File: config.mk
export PLATFORM = sky130hd
export DESIGN_NAME = alarm_timekeeper_flat
export DESIGN_NICKNAME = d
export VERILOG_FILES = /design/src/rtl/alarm_timekeeper_pkg.sv /design/src/rtl/alarm_timekeeper_if.sv /design/src/rtl/alarm_timekeeper_rise_detect.sv /design/src/rtl/alarm_timekeeper.sv /design/src/flat_wrapper.sv
export SDC_FILE = /design/constraint.sdc
export NUM_CORES = 1
export LEC_CHECK = 0
export BUFFER_PORTS_ARGS = -buffer_cell sky130_fd_sc_hd__buf_2
export CAP_MARGIN = 20
export CORE_MARGIN = 4
export CORE_UTILIZATION = 49
export DETAILED_ROUTE_END_ITERATION = 16
export HOLD_SLACK_MARGIN = 0.02
export PLACE_DENSITY = 0.71
export SYNTH_ARGS = -nofsm -noshare
export SYNTH_HDL_FRONTEND = slang
export SYNTH_HIERARCHICAL = 1
export SYNTH_SLANG_ARGS = --single-unit
File: constraint.sdc
create_clock -name clk -period 4.2 [get_ports clk]
set_input_delay 0.21 -clock clk [delete_from_list [all_inputs] [get_ports clk]]
set_output_delay 0.21 -clock clk [all_outputs]
set_load 0.02 [all_outputs]
File: src/rtl/alarm_timekeeper_pkg.sv
// Shared field widths, range limits and ringer states for the alarm timekeeper.
// Pure definitions; no logic state lives here.
package alarm_pkg;

    localparam int TW = 7;

    localparam logic [TW-1:0] SECS_MAX = 7'd59;
    localparam logic [TW-1:0] MINS_MAX = 7'd59;
    localparam logic [TW-1:0] HRS_MAX  = 7'd23;
    localparam logic [TW-1:0] T_ONE    = 7'd1;

    typedef enum logic [1:0] {
        IDLE   = 2'd0,
        RING   = 2'd1,
        HOLD   = 2'd2,
        SNOOZE = 2'd3
    } ring_state_t;

    // Modulo increment that also recovers any out-of-range value to zero.
    function automatic logic [TW-1:0] wrap_inc(input logic [TW-1:0] v, input logic [TW-1:0] vmax);
        return (v >= vmax) ? '0 : v + T_ONE;
    endfunction

endpackage

File: src/rtl/alarm_timekeeper_if.sv
// Control, time and alarm bundle between the timekeeper and its surroundings.
// master = timekeeper (drives time/alarm/ring), slave = user panel plus comparator.
interface alarm_timekeeper_if;
    import alarm_pkg::*;

    logic          sec_tick;
    logic          timeset;
    logic          alarmset;
    logic          minadv;
    logic          hrsadv;
    logic          alarm_en;
    logic          stop;
    logic          snooze;
    logic          buzz_in;
    logic [TW-1:0] tsec;
    logic [TW-1:0] tmin;
    logic [TW-1:0] thrs;
    logic [TW-1:0] amin;
    logic [TW-1:0] ahrs;
    logic          ring_out;

    modport master (
        input  sec_tick, timeset, alarmset, minadv, hrsadv, alarm_en, stop, snooze, buzz_in,
        output tsec, tmin, thrs, amin, ahrs, ring_out
    );

    modport slave (
        output sec_tick, timeset, alarmset, minadv, hrsadv, alarm_en, stop, snooze, buzz_in,
        input  tsec, tmin, thrs, amin, ahrs, ring_out
    );

endinterface

File: src/rtl/alarm_timekeeper_rise_detect.sv
// Registered 0->1 detector: one pulse per press however long the button is held.
// Latency: pulse is valid the clk after the rising input is sampled; no backpressure.
module rise_detect (
    input  logic clk,
    input  logic reset_n,
    input  logic d,
    output logic rise
);

    logic d_q;

    always_ff @(posedge clk or negedge reset_n) begin
        if (!reset_n) begin
            d_q  <= 1'b0;
            rise <= 1'b0;
        end else begin
            d_q  <= d;
            rise <= d & ~d_q;
        end
    end

endmodule

File: src/rtl/alarm_timekeeper.sv
// Time-of-day counter, alarm registers and ring controller; ALARM_SNOOZE_EN adds snooze.
// Latency: buttons act 2 clks after press, ring_out 1 clk after qualifying buzz_in; no backpressure.
module alarm_timekeeper
    import alarm_pkg::*;
#(
    parameter int RING_SECS     = 60,
    parameter int SNOOZE_MINS   = 9,
    parameter int ALARM_RST_HRS = 7
) (
    input  logic               clk,
    input  logic               reset_n,
    alarm_timekeeper_if.master bus
);

    localparam logic [TW-1:0] RING_LOAD = TW'(RING_SECS);
    localparam logic [TW-1:0] AHRS_RST  = TW'(ALARM_RST_HRS);
    localparam int            SNZ_TICKS = SNOOZE_MINS * 60;
    localparam int            SW        = $clog2(SNZ_TICKS + 1);
    localparam logic [SW-1:0] SNZ_LOAD  = SW'(SNZ_TICKS);

    logic [TW-1:0] tsec, tmin, thrs, amin, ahrs;
    logic [TW-1:0] ring_cnt, ring_nxt;
    ring_state_t   state, state_nxt;
    logic          min_rise, hrs_rise, stop_rise;

    rise_detect u_min  (.clk(clk), .reset_n(reset_n), .d(bus.minadv), .rise(min_rise));
    rise_detect u_hrs  (.clk(clk), .reset_n(reset_n), .d(bus.hrsadv), .rise(hrs_rise));
    rise_detect u_stop (.clk(clk), .reset_n(reset_n), .d(bus.stop),   .rise(stop_rise));

`ifdef ALARM_SNOOZE_EN
    logic          snz_rise;
    logic [SW-1:0] snz_cnt, snz_nxt;

    rise_detect u_snz (.clk(clk), .reset_n(reset_n), .d(bus.snooze), .rise(snz_rise));

    always_ff @(posedge clk or negedge reset_n) begin
        if (!reset_n) snz_cnt <= '0;
        else          snz_cnt <= snz_nxt;
    end
`else
    logic unused_snooze;
    assign unused_snooze = bus.snooze ^ (^SNZ_LOAD);
`endif

    // Time setting freezes the seconds at zero so a released clock starts on a minute boundary.
    always_ff @(posedge clk or negedge reset_n) begin
        if (!reset_n) begin
            tsec <= '0;
            tmin <= '0;
            thrs <= '0;
            amin <= '0;
            ahrs <= AHRS_RST;
        end else if (bus.timeset) begin
            tsec <= '0;
            if (min_rise) tmin <= wrap_inc(tmin, MINS_MAX);
            if (hrs_rise) thrs <= wrap_inc(thrs, HRS_MAX);
        end else begin
            if (bus.sec_tick) begin
                tsec <= wrap_inc(tsec, SECS_MAX);
                if (tsec >= SECS_MAX) begin
                    tmin <= wrap_inc(tmin, MINS_MAX);
                    if (tmin >= MINS_MAX) thrs <= wrap_inc(thrs, HRS_MAX);
                end
            end
            if (bus.alarmset) begin
                if (min_rise) amin <= wrap_inc(amin, MINS_MAX);
                if (hrs_rise) ahrs <= wrap_inc(ahrs, HRS_MAX);
            end
        end
    end

    always_ff @(posedge clk or negedge reset_n) begin
        if (!reset_n) begin
            state    <= IDLE;
            ring_cnt <= '0;
        end else begin
            state    <= state_nxt;
            ring_cnt <= ring_nxt;
        end
    end

    always_comb begin
        state_nxt = state;
        ring_nxt  = ring_cnt;
`ifdef ALARM_SNOOZE_EN
        snz_nxt   = snz_cnt;
`endif
        case (state)
            IDLE: begin
                if (bus.alarm_en && bus.buzz_in && !bus.timeset && !bus.alarmset) begin
                    state_nxt = RING;
                    ring_nxt  = RING_LOAD;
                end
            end
            RING: begin
                if (stop_rise || !bus.alarm_en || bus.timeset || bus.alarmset) begin
                    state_nxt = HOLD;
`ifdef ALARM_SNOOZE_EN
                end else if (snz_rise) begin
                    state_nxt = SNOOZE;
                    snz_nxt   = SNZ_LOAD;
`endif
                end else if (bus.sec_tick) begin
                    if (ring_cnt <= T_ONE) begin
                        state_nxt = HOLD;
                        ring_nxt  = '0;
                    end else begin
                        ring_nxt  = ring_cnt - T_ONE;
                    end
                end
            end
            // Wait out the matching minute so one alarm gives one ring.
            HOLD: begin
                if (!bus.buzz_in) state_nxt = IDLE;
            end
`ifdef ALARM_SNOOZE_EN
            SNOOZE: begin
                if (stop_rise || !bus.alarm_en) begin
                    state_nxt = HOLD;
                end else if (bus.sec_tick) begin
                    if (snz_cnt <= SW'(1)) begin
                        state_nxt = RING;
                        ring_nxt  = RING_LOAD;
                        snz_nxt   = '0;
                    end else begin
                        snz_nxt   = snz_cnt - SW'(1);
                    end
                end
            end
`endif
            default: state_nxt = IDLE;
        endcase
    end

    assign bus.tsec     = tsec;
    assign bus.tmin     = tmin;
    assign bus.thrs     = thrs;
    assign bus.amin     = amin;
    assign bus.ahrs     = ahrs;
    assign bus.ring_out = (state == RING);

endmodule

File: src/flat_wrapper.sv
// flat-port wrapper written by rule: the top's interface ports become plain ports
module alarm_timekeeper_flat import alarm_pkg::*;
#(
    parameter int RING_SECS     = 60,
    parameter int SNOOZE_MINS   = 9,
    parameter int ALARM_RST_HRS = 7
)
  (clk, reset_n, bus_sec_tick, bus_timeset, bus_alarmset, bus_minadv, bus_hrsadv, bus_alarm_en, bus_stop, bus_snooze, bus_buzz_in, bus_tsec, bus_tmin, bus_thrs, bus_amin, bus_ahrs, bus_ring_out);
  alarm_timekeeper_if bus_i ();
  input  logic clk;
  input  logic reset_n;
  input wire logic [$bits(bus_i.sec_tick)-1:0] bus_sec_tick;
  input wire logic [$bits(bus_i.timeset)-1:0] bus_timeset;
  input wire logic [$bits(bus_i.alarmset)-1:0] bus_alarmset;
  input wire logic [$bits(bus_i.minadv)-1:0] bus_minadv;
  input wire logic [$bits(bus_i.hrsadv)-1:0] bus_hrsadv;
  input wire logic [$bits(bus_i.alarm_en)-1:0] bus_alarm_en;
  input wire logic [$bits(bus_i.stop)-1:0] bus_stop;
  input wire logic [$bits(bus_i.snooze)-1:0] bus_snooze;
  input wire logic [$bits(bus_i.buzz_in)-1:0] bus_buzz_in;
  output wire logic [$bits(bus_i.tsec)-1:0] bus_tsec;
  output wire logic [$bits(bus_i.tmin)-1:0] bus_tmin;
  output wire logic [$bits(bus_i.thrs)-1:0] bus_thrs;
  output wire logic [$bits(bus_i.amin)-1:0] bus_amin;
  output wire logic [$bits(bus_i.ahrs)-1:0] bus_ahrs;
  output wire logic [$bits(bus_i.ring_out)-1:0] bus_ring_out;
  assign bus_i.sec_tick = bus_sec_tick;
  assign bus_i.timeset = bus_timeset;
  assign bus_i.alarmset = bus_alarmset;
  assign bus_i.minadv = bus_minadv;
  assign bus_i.hrsadv = bus_hrsadv;
  assign bus_i.alarm_en = bus_alarm_en;
  assign bus_i.stop = bus_stop;
  assign bus_i.snooze = bus_snooze;
  assign bus_i.buzz_in = bus_buzz_in;
  assign bus_tsec = bus_i.tsec;
  assign bus_tmin = bus_i.tmin;
  assign bus_thrs = bus_i.thrs;
  assign bus_amin = bus_i.amin;
  assign bus_ahrs = bus_i.ahrs;
  assign bus_ring_out = bus_i.ring_out;
  alarm_timekeeper #(.RING_SECS(RING_SECS), .SNOOZE_MINS(SNOOZE_MINS), .ALARM_RST_HRS(ALARM_RST_HRS)) u_core (.clk(clk), .reset_n(reset_n), .bus(bus_i));
endmodule
## Word level (Yosys, flattened, before mapping)

Cells that the tools add are included.

| word-level totals | value |
|---|---|
| register bits | 50 |
| output and inout bits | 36 |
| logic and storage cells | 89 |
| input bits | 11 |

| operators by class | value |
|---|---|
| add/subtract/negate cells | 6 |
| bitwise logic cells | 7 |
| magnitude comparators | 6 |
| reduce and logical (&&, ||, !) cells | 20 |
| multiplexer cells | 27 |
| equal/unequal tests | 10 |

Operators by type and width:

| kind | number |
|---|---|
| $mux W7 | 20 |
| $add A7 B1 Y7 const B | 5 |
| $ge A7 B6 Y1 const B | 3 |
| $ge A7 B5 Y1 const B | 2 |
| $pmux W7 S2 | 1 |
| $reduce_and A4 Y1 | 3 |
| $mux W2 | 5 |
| $reduce_and A3 Y1 | 3 |
| $reduce_bool A2 Y1 | 4 |
| $le A7 B1 Y1 const B | 1 |
| $sub A7 B1 Y7 const B | 1 |
| $ne A2 B1 Y1 const B | 3 |
| $ne A2 B2 Y1 const B | 3 |
| $pmux W2 S3 | 1 |
| $not A1 Y1 | 4 |
| $and A1 B1 Y1 | 3 |
| $logic_and A1 B1 Y1 | 3 |
| $logic_not A1 Y1 | 3 |
| $logic_or A1 B1 Y1 | 3 |
| $ne A3 B1 Y1 const B | 1 |
| $ne A3 B2 Y1 const B | 1 |
| $eq A2 B1 Y1 const B | 1 |
| $eq A2 B2 Y1 const B | 1 |
| $logic_not A2 Y1 | 1 |

## Depth between registers and ports, before layout

Gate-level depths: netlist of the first run.

| depth | value |
|---|---|
| word-level depth | 6 |
| depth in mapped cells | 6 |
| gate-level depth less buffers | 5 |

## Hierarchy

Netlist of the first run, hierarchy kept.

By module, submodules not included:

| module | cells an instance | instances | sequential area each (um^2) | area an instance (um^2) |
|---|---|---|---|---|
| alarm_timekeeper | 252 | 1 | 1104.8 | 2482.4 |
| rise_detect | 3 | 3 | 50.0 | 63.8 |

## Worst setup path after synthesis of the first run

No wires, ideal clock.

| timing path | value |
|---|---|
| kind | register to register |
| from | register u_core.tsec[0] (netlist: u_core/bus.tsec[0]) |
| to | register u_core.tmin[0] (netlist: u_core/bus.tmin[0]) |
| arrival | 1702 ps |
| slack | 2374 ps |
| period minus slack after synthesis | 1826 ps |
| buffers on the path | 0 |
| library setup time | 125 ps |
| required time | 4075 ps |
| stages on the path, launching flop included | 6 |
| cells stage by stage | dfrtp_1 ha_1 a211o_1 a211oi_2 nor3_4 mux2_2 |

| between the ends | value |
|---|---|
| word-level cells in the longest chain between the ends | 3 |

RTL lines:

| element | line | source |
|---|---|---|
| from (decl) | alarm_timekeeper.sv:21 | `logic [TW-1:0] tsec, tmin, thrs, amin, ahrs;` |
| from (signal assigned) | alarm_timekeeper.sv:59 | `tsec <= wrap_inc(tsec, SECS_MAX);` |
| $ge A7 B6 Y1 | alarm_timekeeper.sv:60 | `if (tsec >= SECS_MAX) begin` |
| $reduce_bool A2 Y1 (no line) | n/a |  |
| $reduce_and A3 Y1 (no line) | n/a |  |
| to (signal assigned) | alarm_timekeeper.sv:55 | `if (min_rise) tmin <= wrap_inc(tmin, MINS_MAX);` |
| to (signal assigned) | alarm_timekeeper.sv:61 | `tmin <= wrap_inc(tmin, MINS_MAX);` |
| to (decl) | alarm_timekeeper.sv:21 |  |

Every way passes these cells.
A chain may end at the register's enable or synchronous reset.

## Worst setup path after layout of the first run

| timing path | value |
|---|---|
| from | register u_core.tmin[0] (netlist: u_core/bus.tmin[0]) |
| to | register u_core.thrs[0] (netlist: u_core/bus.thrs[0]) |

| between the ends | value |
|---|---|
| word-level cells in the longest chain between the ends | 3 |

RTL lines:

| element | line | source |
|---|---|---|
| $ge A7 B6 Y1 | alarm_timekeeper.sv:62 | `if (tmin >= MINS_MAX) thrs <= wrap_inc(thrs, HRS_MAX);` |
| $reduce_bool A2 Y1 (no line) | n/a |  |
| $reduce_and A4 Y1 (no line) | n/a |  |
| to (signal assigned) | alarm_timekeeper.sv:56 | `if (hrs_rise) thrs <= wrap_inc(thrs, HRS_MAX);` |
| to (signal assigned) | alarm_timekeeper.sv:62 |  |
| to (decl) | alarm_timekeeper.sv:21 |  |

Every way passes these cells.

==> run_results.csv, run 1 <==
group,metric,value,unit
outcome,status,"finished with violations",
outcome,failed_checks,"hold timing",
placement,hpwl,3980,um
sta,slew_headroom,0.544,
clock_tree,root_buffer,"clkbuf_8",
sta,rsz0062_at_grt,"no",
hold_path,hp-class,"primary input to asynchronous set/reset pin",
worst_setup_path,reg2reg_slack,2.25,ns
clock_tree,cts_buffer_depth,2,
sta,setup_violations,0,
detailed_routing,detail_route.wl_per_cell,14.8,um
detailed_routing,dr.pass1.iters,4,
detailed_routing,dr_total_vias,2251,
floorplanning,io_pins,47,
logic_synthesis,synth_flop_cell,"dfrtp_1",
flow_run,maxCapViolCount,0,
layout,nFillCells,486,
clock_tree,worst_skew_pair.late_latency,0.30,ns
worst_setup_path,crit_type,"flop to flop",
worst_setup_path,arrival,2.14,ns
global_route,grt_usage,0.188,
logic_synthesis,syn_inst,261,
pwr,peakVddDrop,0.000252,V
sta,post-route-period-util,0.465,
pwr,p_leak,1.48,nW
worst_setup_path,cp-start-kind,"flop",
global_route,antenna_found_initial,0,
logic_synthesis,ys_warn_count,6,
worst_setup_path,cp-end-kind,"flop",
pwr,pwr-share-seq,0.472,
layout,layout_common_cells,"dfrtp_1, buf_2, nand2_1, o21ai_0, a21oi_1",
logic_synthesis,synthArstFlopShare,1.00,
floorplanning,die_area,6700,um2
pwr,intPower,0.924,mW
logic_synthesis,ys_ff_latch,50,
clock_tree,cts_sinks,50,
sta,hold_violations,2,
clock_tree,post_cts.repair.setup_buffers,0,
floorplanning,initial_core_util,0.514,
layout,seqCellArea,1250,um2
clock_tree,tritoncts,"yes",
detailed_routing,wl_met1,2720,um
clock_tree,hold_buffers,1,
placement,portBuffers,45,
placement,dpl-instance-area,2970,um2
layout,mostFrequentLayoutCell,"dfrtp_1",
layout,diodes,0,
floorplanning,die_w,81.9,um
pwr,pwr-share-comb,0.295,
clock_tree,cts_made_buffers,5,
logic_synthesis,synth_area,2670,um2
layout,final_area,3090,um2
logic_synthesis,synth_edf_count,0,
floorplanning,core_area,5200,um2
global_route,grt_max_degree,51,
logic_synthesis,syn-num-nets,279,
clock_tree,htree_levels,2,
sta,finalSetupTns,0,ns
detailed_routing,drtAntennaViolNets,0,
sta,tightest_slew,0.677,ns
worst_setup_path,path_max_fanout,7,
sta,fin_hold_ws,-0.00904,ns
sta,final.setup_skew,0.00724,ns
logic_synthesis,synth_cell_types,55,
sta,max_freq,512,MHz
global_route,grt_pass1_vias,2072,
placement,gp_congestion,0.805,
pwr,switching_power,0.515,mW
global_route,globalRouteOverflowTotal,0,
clock_tree,clkTransAtPathRegs,0.09,ns
logic_synthesis,yosysSeqAreaShare,0.469,
detailed_routing,drc,0,
layout,multi_input_area,1360,um2
layout,area_growth,15.7,%
layout,nets,329,
detailed_routing,drt_iter0_drc,169,
worst_setup_path,cp_data_required_time,4.39,ns
detailed_routing,dr_wl_met3,305,um
floorplanning,fp-row-count,26,
pwr,powerDensity,465,nW/um2
floorplanning,dieHeight,81.9,um
detailed_routing,avgViaCountPerCell,5.89,
detailed_routing,wl_met2,2620,um
global_route,grt_pass1_wl,9880,um
detailed_routing,routed_wl,5670,um
layout,drive_above_1_share,0.234,
sta,drv_slew,0,
clock_tree,cts_resized,0,
pwr,clkPwrFrac,0.233,
sta,fin_crit,1.95,ns
detailed_routing,highest_layer,"met4",
pwr,switching_share,0.358,
logic_synthesis,synth.avg_cell_area,10.2,um2
## metal layers
metal	vias to the layer above	GRT usage
met5	-	0
met4	0	0.0449
met2	68	0.285
li1	1086	-
met3	2	0.0428
met1	1095	0.272
## worst max-delay path, stage by stage (launching register included)
cell	delay [ns]
dfrtp_1	0.45
ha_1	0.26
a211o_1	0.28
a21oi_2	0.26
nand2b_2	0.25
mux2_2	0.34
## worst paths after layout
path	startpoint	to	cells past startpoint
hold / removal	reset_n	u_core/bus.amin[4]	2
setup / recovery	u_core/bus.tmin[0]	u_core/bus.thrs[0]	5
max in group asynchronous	reset_n	u_core/ring_cnt[1]	2
hold reg to reg	u_core/u_min/d_q	u_core/u_min/rise	1
setup reg to reg	u_core/bus.tmin[0]	u_core/bus.thrs[0]	5
min in group clk	bus_hrsadv	u_core/u_hrs/d_q	1
## state kept, by name, summed over array words and instances, names as in the netlist
name,cells
u_core/bus.ahrs,7
u_core/bus.thrs,7
u_core/u_stop/d_q,1
u_core/u_hrs/d_q,1
u_core/u_hrs/rise,1
u_core/bus.tsec,7
u_core/state,2
u_core/bus.amin,7
u_core/u_min/d_q,1
u_core/ring_cnt,7
u_core/u_min/rise,1
u_core/bus.tmin,7
u_core/u_stop/rise,1
## per-stage QoR
step                power (mW)  cells  utilization  hold WS, ns  setup slack (ns)
floorplan                0.963    261            -      -0.0856              2.37
global route              1.54    382        0.594       0.0247              2.14
global placement          1.10    372        0.570        0.333              2.29
finish                    1.44    382        0.594     -0.00904              2.25
detailed placement        1.11    372        0.570        0.338              2.27
CTS                       1.45    381        0.593       0.0223              2.25
## kinds of logic after synthesis
group,count (synthesis),synth area share
fa+ha+maj,7,0.0328
buf+inv,13,0.0211
compound gates,81,0.219
mux,3,0.0126
flops,50,0.469
xor+xnor,3,0.00983
simple gates,104,0.235
## power by group through the flow
| stage | clock, mW | combinational [mW] | sequential [mW] |
|---|---|---|---|
| CTS | 0.344 | 0.427 | 0.678 |
| detailed placement | 0 | 0.423 | 0.688 |
| global route | 0.367 | 0.469 | 0.701 |
| floorplan | 0 | 0.213 | 0.750 |
| finish | 0.335 | 0.425 | 0.679 |
| global placement | 0 | 0.415 | 0.684 |
## synth_stat cells, types with 6 or more instances
cell type	instances	area, um2
nand4_1	6	37.5
and2_1	6	37.5
dfrtp_1	47	1180
inv_1	8	30.0
and3_1	8	50.1
a21oi_1	14	70.1
nand2b_1	6	37.5
o21ai_0	15	75.1
nor2_1	12	45.0
nand2_1	23	86.3
nand3_1	9	45.0
ha_1	7	87.6
## final cells by class
cell class	instances	area share
multi-input cells	198	0.440
flip-flops and latches	50	0.406
repair buffers	48	0.0817
well taps	70	0.0283
clock buffers	7	0.0247
clock inverters	1	0.00970
inverters	8	0.00970
(Power assumes the default switching activity.)
==> run 2: changes to the inputs <==
- ABC_AREA: not set -> 1
- clock period: 4.2 -> 2 ns (I/O delays scaled with it)
==> run_results.csv, run 2 <==
group,metric,value,unit
global_route,grt_pass1_vias,2228,
clock_tree,cts_sinks,50,
sta,setup_violations,0,
detailed_routing,drtAntennaViolNets,0,
worst_setup_path,crit_buf_inv,1,
clock_tree,worst_skew_pair.late_latency,0.30,ns
clock_tree,tritoncts,"yes",
worst_setup_path,r2r-start,"u_core/bus.amin[0]",
outcome,status,"completed",
worst_setup_path,cp_data_required_time,2.22,ns
pwr,p_leak,1.72,nW
sta,post-route-period-util,0.804,
layout,layout_common_cells,"nand2_1, dfrtp_1, buf_2, nor2_1, inv_1",
sta,fin_crit,1.61,ns
logic_synthesis,yosysSeqAreaShare,0.463,
placement,portBuffers,45,
hold_path,hp-class,"primary input to flop",
logic_synthesis,post-synth-top-count-cell,"nand2_1",
worst_setup_path,crit_path_max_incr_delay,0.44,ns
detailed_routing,detail_route.wl_per_cell,11.8,um
layout,diodes,0,
clock_tree,root_buffer,"clkbuf_8",
logic_synthesis,ys_ff_latch,50,
worst_setup_path,critical-path-slowest-cell,"dfrtp_1",
logic_synthesis,synth_edf_count,0,
logic_synthesis,synth_area,2710,um2
layout,final_area,3190,um2
worst_setup_path,cp-start-kind,"flop",
logic_synthesis,yosysTopAreaCellShare,0.434,
placement,gp_congestion,0.774,
worst_setup_path,cp-end-kind,"flop",
sta,rsz0062_at_grt,"no",
clock_tree,cts_resized,0,
worst_setup_path,path_max_fanout,6,
detailed_routing,drc,0,
detailed_routing,routed_wl,5470,um
worst_setup_path,arrival,1.83,ns
floorplanning,die_area,6780,um2
floorplanning,die_w,82.3,um
layout,area_growth,17.8,%
hold_path,hold_start,"bus_buzz_in",
layout,mostFrequentLayoutCell,"nand2_1",
logic_synthesis,synthTopCellsByArea,"dfrtp_1, nand2_1, nor2_1",
sta,setup_ws,0.393,ns
sta,final.setup_skew,0.00448,ns
sta,drv_slew,0,
floorplanning,dieHeight,82.3,um
global_route,globalRouteOverflowTotal,0,
global_route,antenna_found_initial,0,
sta,finalSetupTns,0,ns
worst_setup_path,path_delay_family,"flip-flops",
logic_synthesis,synth_common_cells,"nand2_1, dfrtp_1, nor2_1",
sta,max_freq,622,MHz
clock_tree,hold_buffers,4,
layout,drive_above_1_share,0.237,
floorplanning,initial_core_util,0.517,
clock_tree,clkTransAtPathRegs,0.09,ns
detailed_routing,dr_total_vias,2227,
floorplanning,fp-row-count,26,
worst_setup_path,worstPathCellList,"ha_1, inv_1, nand3_1, a21oi_1, nor2_1, nor3_1",
logic_synthesis,synth.avg_cell_area,8.06,um2
placement,place_ws,0.403,ns
floorplanning,io_pins,47,
logic_synthesis,syn-num-nets,354,
placement,hpwl,4050,um
sta,tightest_slew,0.608,ns
detailed_routing,drt_iter0_drc,56,
worst_setup_path,crit_type,"flop to flop",
placement,dpl-instance-area,3010,um2
logic_synthesis,synthArstFlopShare,1.00,
global_route,grt_usage,0.184,
layout,nets,409,
clock_tree,cts_made_buffers,5,
detailed_routing,dr.pass1.iters,4,
clock_tree,post_cts.repair.setup_buffers,0,
flow_run,maxCapViolCount,0,
worst_setup_path,crit_path_start,"u_core/bus.amin[0]",
clock_tree,htree_levels,2,
pwr,power,3.33,mW
global_route,grt_max_degree,27,
logic_synthesis,synth_cell_types,36,
worst_setup_path,reg2reg_slack,0.39,ns
logic_synthesis,ys_warn_count,6,
detailed_routing,avgViaCountPerCell,4.82,
pwr,peakVddDrop,0.000522,V
sta,slew_headroom,0.594,
sta,hold_violations,0,
pwr,powerDensity,1040,nW/um2
global_route,grt_pass1_wl,9710,um
floorplanning,core_area,5240,um2
logic_synthesis,synth_flop_cell,"dfrtp_1",
clock_tree,cts_buffer_depth,2,
logic_synthesis,synth_area_leader_cell,"dfrtp_1",
logic_synthesis,syn_inst,336,
run 2: cells by family (layout without fill, tap and decap cells):
| kind of cell | after synthesis | after routing | share of synthesized area |
|---|---|---|---|
| fa+ha+maj | 7 | 7 | 0.0323 |
| compound gates | 25 | 25 | 0.0587 |
| mux | 1 | 1 | 0.00370 |
| flops | 50 | 50 | 0.463 |
| xor+xnor | 11 | 11 | 0.0356 |
| buf+inv | 48 | 104 | 0.0735 |
| simple gates | 194 | 194 | 0.333 |
run 2: path summary, 6_finish.rpt:
path | endpoint | cells past startpoint
hold / removal | u_core/state[1] | 5
max in group asynchronous | u_core/bus.tmin[1] | 3
min in group asynchronous | u_core/bus.amin[6] | 2
hold reg to reg | u_core/u_hrs/rise | 1
setup reg to reg | u_core/bus.amin[4] | 6
setup / recovery | u_core/bus.amin[4] | 6
run 2: stage by stage:
| step | std cells | utilization | hold slack (ns) |
|---|---|---|---|
| floorplan | 336 | - | -0.196 |
| global placement | 450 | 0.574 | 0.135 |
| detailed placement | 450 | 0.574 | 0.146 |
| CTS | 462 | 0.609 | 0.0953 |
| global route | 462 | 0.609 | 0.0913 |
| finish | 462 | 0.609 | 0.105 |
run 2: power breakdown:
| group | leakage, nW | switching, mW | internal (mW) |
|---|---|---|---|
| combinational | 1.01 | 0.639 | 0.394 |
| clock | 0.0714 | 0.337 | 0.533 |
| sequential | 0.633 | 0.217 | 1.21 |
| total | 1.72 | 1.19 | 2.14 |
run 2: cell type report:
class / count / area [um2]
Clock buffer: 6 / 82.6
Clock inverter: 2 / 60.1
Fill cell: 501 / 2050
Inverter: 45 / 171
Multi-Input combinational cell: 238 / 1250
Sequential cell: 50 / 1250
Tap cell: 70 / 87.6
Timing Repair Buffer: 51 / 280
run 2: worst reg2reg max path: stages (launching register included):
cell and delay, ns:
dfrtp_1 0.44, ha_1 0.22, inv_1 0.14, nand3_1 0.11, a21oi_1 0.29, nor2_1 0.13
nor3_1 0.19
run 2: per-layer routing:
metal / part of all wire / global-route usage
met1: 0.47 / 0.239
met2: 0.47 / 0.298
met3: 0.050 / 0.0499
met4: 0.0091 / 0.0548
met5: 0 / 0
